==> config.mk <==
export PLATFORM = sky130hd
export DESIGN_NAME = regfile_mp
export DESIGN_NICKNAME = d
export VERILOG_FILES = /design/src/rtl/regfile_mp.sv
export SDC_FILE = /design/constraint.sdc
export NUM_CORES = 2
export LEC_CHECK = 0
export BUFFER_PORTS_ARGS = -buffer_cell sky130_fd_sc_hd__buf_2
export CAP_MARGIN = 20
export CORE_AREA = 2 2 365 367
export DETAILED_ROUTE_END_ITERATION = 12
export DIE_AREA = 0 0 367 369
export PLACE_DENSITY = 0.75
export SYNTH_ARGS = -nofsm -noshare
export SYNTH_HDL_FRONTEND = slang
export SYNTH_SLANG_ARGS = --single-unit
==> constraint.sdc <==
create_clock -name clk -period 3.85 [get_ports clk]
set_input_delay 0 -clock clk [delete_from_list [all_inputs] [get_ports clk]]
set_output_delay 0 -clock clk [all_outputs]
set_load 0.01 [all_outputs]
==> src/rtl/regfile_mp.sv <==
// Multi-read-port register file with byte-enable writes, optional hardwired
// zero register, optional write-to-read bypass and a sequential sweep-clear.
//
// Ports:
//   clk       rising-edge clock
//   rst       synchronous active-high reset
//   rd_addr   NUM_RD packed read addresses, port k at [k*ADDR_W +: ADDR_W]
//   rd_data   NUM_RD packed registered read data, port k at [k*DATA_W +: DATA_W]
//   wr_en     write strobe
//   wr_addr   write address
//   wr_data   write data
//   wr_be     byte enables, bit j gates wr_data[8j+7:8j]
//   clr_req   pulse that starts a sweep clear
//   clr_busy  high while the sweep clear runs (exactly DEPTH cycles)
//   wr_drop   one-cycle pulse after a write ignored during a sweep
module regfile_mp #(
  parameter int unsigned DATA_W   = 32,
  parameter int unsigned ADDR_W   = 5,
  parameter int unsigned NUM_RD   = 2,
  parameter int unsigned ZERO_REG = 1,
  parameter int unsigned BYPASS   = 1
) (
  input  logic                       clk,
  input  logic                       rst,
  input  logic [NUM_RD*ADDR_W-1:0]   rd_addr,
  output logic [NUM_RD*DATA_W-1:0]   rd_data,
  input  logic                       wr_en,
  input  logic [ADDR_W-1:0]          wr_addr,
  input  logic [DATA_W-1:0]          wr_data,
  input  logic [DATA_W/8-1:0]        wr_be,
  input  logic                       clr_req,
  output logic                       clr_busy,
  output logic                       wr_drop
);

  localparam int unsigned DEPTH = 1 << ADDR_W;
  localparam int unsigned NB    = DATA_W / 8;

  typedef enum logic [0:0] {StIdle, StClear} state_e;

  state_e              state_q, state_d;
  logic [ADDR_W-1:0]   cnt_q, cnt_d;
  logic                wr_drop_q;
  logic [DATA_W-1:0]   mem_q [DEPTH];

  logic                wr_zero;
  logic                wr_accept;
  logic [DATA_W-1:0]   wr_old;
  logic [DATA_W-1:0]   wr_merged;

  assign wr_zero   = (ZERO_REG != 0) && (wr_addr == '0);
  assign wr_accept = wr_en && (state_q == StIdle) && !wr_zero;
  assign wr_old    = mem_q[wr_addr];

  // New bytes where enabled, existing array bytes elsewhere.
  always_comb begin
    wr_merged = wr_old;
    for (int j = 0; j < NB; j++) begin
      if (wr_be[j]) wr_merged[8*j +: 8] = wr_data[8*j +: 8];
    end
  end

  // Sweep-clear FSM
  always_ff @(posedge clk) begin
    if (rst) begin
      state_q <= StIdle;
      cnt_q   <= '0;
    end else begin
      state_q <= state_d;
      cnt_q   <= cnt_d;
    end
  end

  always_comb begin
    state_d = state_q;
    cnt_d   = cnt_q;
    unique case (state_q)
      StIdle: begin
        if (clr_req) begin
          state_d = StClear;
          cnt_d   = '0;
        end
      end
      StClear: begin
        cnt_d = cnt_q + ADDR_W'(1);
        // All-ones counter is the last entry; clr_req here is ignored.
        if (cnt_q == '1) state_d = StIdle;
      end
      default: state_d = StIdle;
    endcase
  end

  assign clr_busy = (state_q == StClear);

  // Storage: the sweep owns the write port while clearing.
  always_ff @(posedge clk) begin
    if (rst) begin
      for (int i = 0; i < DEPTH; i++) mem_q[i] <= '0;
    end else if (state_q == StClear) begin
      mem_q[cnt_q] <= '0;
    end else if (wr_accept) begin
      mem_q[wr_addr] <= wr_merged;
    end
  end

  always_ff @(posedge clk) begin
    if (rst) wr_drop_q <= 1'b0;
    else     wr_drop_q <= wr_en && (state_q == StClear);
  end

  assign wr_drop = wr_drop_q;

  // Read ports
  for (genvar k = 0; k < NUM_RD; k++) begin : g_rd
    logic [ADDR_W-1:0] a;
    logic [DATA_W-1:0] rd_d;
    logic [DATA_W-1:0] rd_q;

    assign a = rd_addr[k*ADDR_W +: ADDR_W];

    always_comb begin
      rd_d = mem_q[a];
      if ((BYPASS != 0) && wr_accept && (wr_addr == a)) rd_d = wr_merged;
      if ((ZERO_REG != 0) && (a == '0)) rd_d = '0;
    end

    always_ff @(posedge clk) begin
      if (rst) rd_q <= '0;
      else     rd_q <= rd_d;
    end

    assign rd_data[k*DATA_W +: DATA_W] = rd_q;
  end

endmodule
==> run metrics <==
Post-DP Area 69000 um2; Post-Layout Cell Count 6835; Slew headroom 0.205; num ports 121; Initial Utilization 0.499; Syn-to-layout area delta 12.2%; DR iter-0 viols 9096; Max Cap Violations 0; worst slack, placed 0.623 ns; initial antenna violation count 2; Max Clock Freq 0.299 GHz; ys async rst share 0; crit end category flop; grt total ovfl 0; Slew Viols, Final 0; CTS tree done; Tightest Pin Transition 1.19 ns; Max VDD drop 0.379 mV; Syn Area/Cell 13.4 um2; share of post-route cells with drive strength above 1 0.301; Post-Synthesis Cells 4896; number of synthesized flops with an enable pin 1024; post-synth top area share 0.470; Critical Path RT 4.22 ns; Hold Worst Slack 0.0667 ns; number of global-route vias before repair 49000; top area cells in the synthesized netlist edfxtp_1 47%, mux4_2 21%, nor2_1 6.3%; wire per inst 34.9 um; Max FO, Critical Path 32; run status completed; Antenna Nets Post-Route 0; Total Routing Usage GR 0.349; total power 30.8 mW; first-pass GRT wire length 340000 um; DR vias/cell 7.22; clk slew on worst S/H paths 0.06 ns; RePlAce Congestion 0.959; RSZ-0062 raised after global routing no; Post-Layout Inst Area 73400 um2; Setup WS post-layout 0.507 ns; DRT Pass-1 Iters 8; fillers 10400; Clock Latency Late Sink 0.77 ns; Arrival @ worst endpoint 3.71 ns; Cell Rows 133; post-layout min period 3.34 ns; die area 135000 um2; Setup Skew 0.0333 ns; CTS buffer count 114; Fin. Hold Viols 0; Most used DFF post-synth edfxtp_1; leakage power 26.6 nW; final core utilization 0.560; IO buf count 120; WS Path Type flop to flop; Final Setup Violations 0; register area share after synthesis 0.502; Max clock buf depth 3; Inst Count DP 6570; post_cts resized 0; CP Launch Type flop; largest net degree at the start of global routing 71; setup_tns 0 ns; Worst Hold Class primary input to flop; Ys Warns 0; htree depth 3; leading area contributor after synthesis edfxtp_1; pwr/cell area 419 nW/um2; root buf cell clkbuf_16; vias after detailed routing 49300; count of different cell masters after synthesis 81; final clock period utilization by the worst path 0.868; CTS sink count 1129; synthesized area 65400 um2; Post-Route WL 239000 um; fin nets 5038; die height 369 um; Remaining DRCs 0; Synth Register Bits 1129; area of the core 131000 um2; DP HPWL 146000 um; Die W 367 um
## registers in the layout, indices dropped and copies added (netlist names), named ones only
register	count
mem_q	1024
cnt_q	5
clr_busy	1
wr_drop	1
## cells by family (layout without fill, tap and decap cells)
kind of cell,after synthesis,count (layout),share of synthesized area
buffers and inverters,604,754,0.0468
AO/OA/AOI/OAI,615,615,0.0655
other,1,35,0.0000574
AND/OR/NAND/NOR,1395,1395,0.0907
XOR/XNOR,9,9,0.00121
flip-flops,1129,1129,0.502
adder cells (fa/ha/maj),2,2,0.000383
multiplexers,1141,1141,0.293
## where the power goes
| part | switching (mW) | leakage, nW | total (mW) | internal [mW] |
|---|---|---|---|---|
| logic | 2.85 | 13.3 | 4.70 | 1.85 |
| registers | 0.355 | 11.4 | 14.2 | 13.9 |
| clock network | 5.07 | 1.93 | 11.8 | 6.77 |
## worst paths after layout
check | from | to | slack, ns | cells past startpoint
max | clr_busy | mem_q[6][19] | 0.51 | 7
min | wr_be[2] | mem_q[17][19] | 0.07 | 3
max reg2reg | clr_busy | mem_q[6][19] | 0.51 | 7
min reg2reg | cnt_q[0] | cnt_q[0] | 0.62 | 2
## critical path: stages (launching register included)
cell and delay, ns:
dfxtp_1 0.32, buf_4 0.22, inv_1 0.11, nor3_1 0.54, a21o_1 0.55, nand2_1 0.36, nand2b_2 0.15, buf_4 0.62
## area by class of cell
class / count / area, um2 / area share
Inverter: 101 / 379 / 0.00517
Tap cell: 1755 / 2200 / 0.0299
Timing Repair Buffer: 441 / 4140 / 0.0565
Sequential cell: 1129 / 32900 / 0.448
Clock buffer: 137 / 2990 / 0.0407
Antenna cell: 3 / 7.51 / 0.000102
Clock inverter: 75 / 917 / 0.0125
Multi-Input combinational cell: 3194 / 29900 / 0.407
## Yosys cell counts, drive strengths merged, types with 6 or more instances
cell type and instances:
a32oi 16, a22oi 39, nand3 25, o211ai 12, or3 6, edfxtp 1024, nor2b 18, mux4 598
o2bb2ai 7, nor4 50, mux2 184, dfxtp 105, mux2i 359, xnor2 6, inv 101, o221ai 64
a2111oi 13, o22ai 134, nand2b 49, o31a 14, a211oi 22, a221oi 8, a21oi 111, or2 13
a211o 19, buf 331, o31ai 52, nor3 34, nor2 1117, clkbuf 172, o21ai 86, nand2 61
## per-layer routing
metal  wire, um  share of wire  GRT usage  vias up
met2      98900           0.41      0.492     4929
met4      20200          0.084      0.232        4
met3      43800           0.18      0.132     1082
li1           -              -          -    19200
met1      75700           0.32      0.450    24200
met5         41        0.00017          0        -
## layout by cell type (no fill, tap or decap), types with 108 or more instances in the layout
cell and count:
nor2_1 1091, edfxtp_1 1024, mux4_2 598, mux2i_1 358
buf_4 199, mux2_2 184, o22ai_1 134, clkbuf_16 114
buf_2 110, a21oi_1 108
## what timing repair did
| item | in CTS | in global routing |
|---|---|---|
| hold buffers | 49 | 0 |
| hold endpoints to repair | 902 | 0 |
| buffers inserted | 0 | 0 |
(Power assumes the default switching activity.)
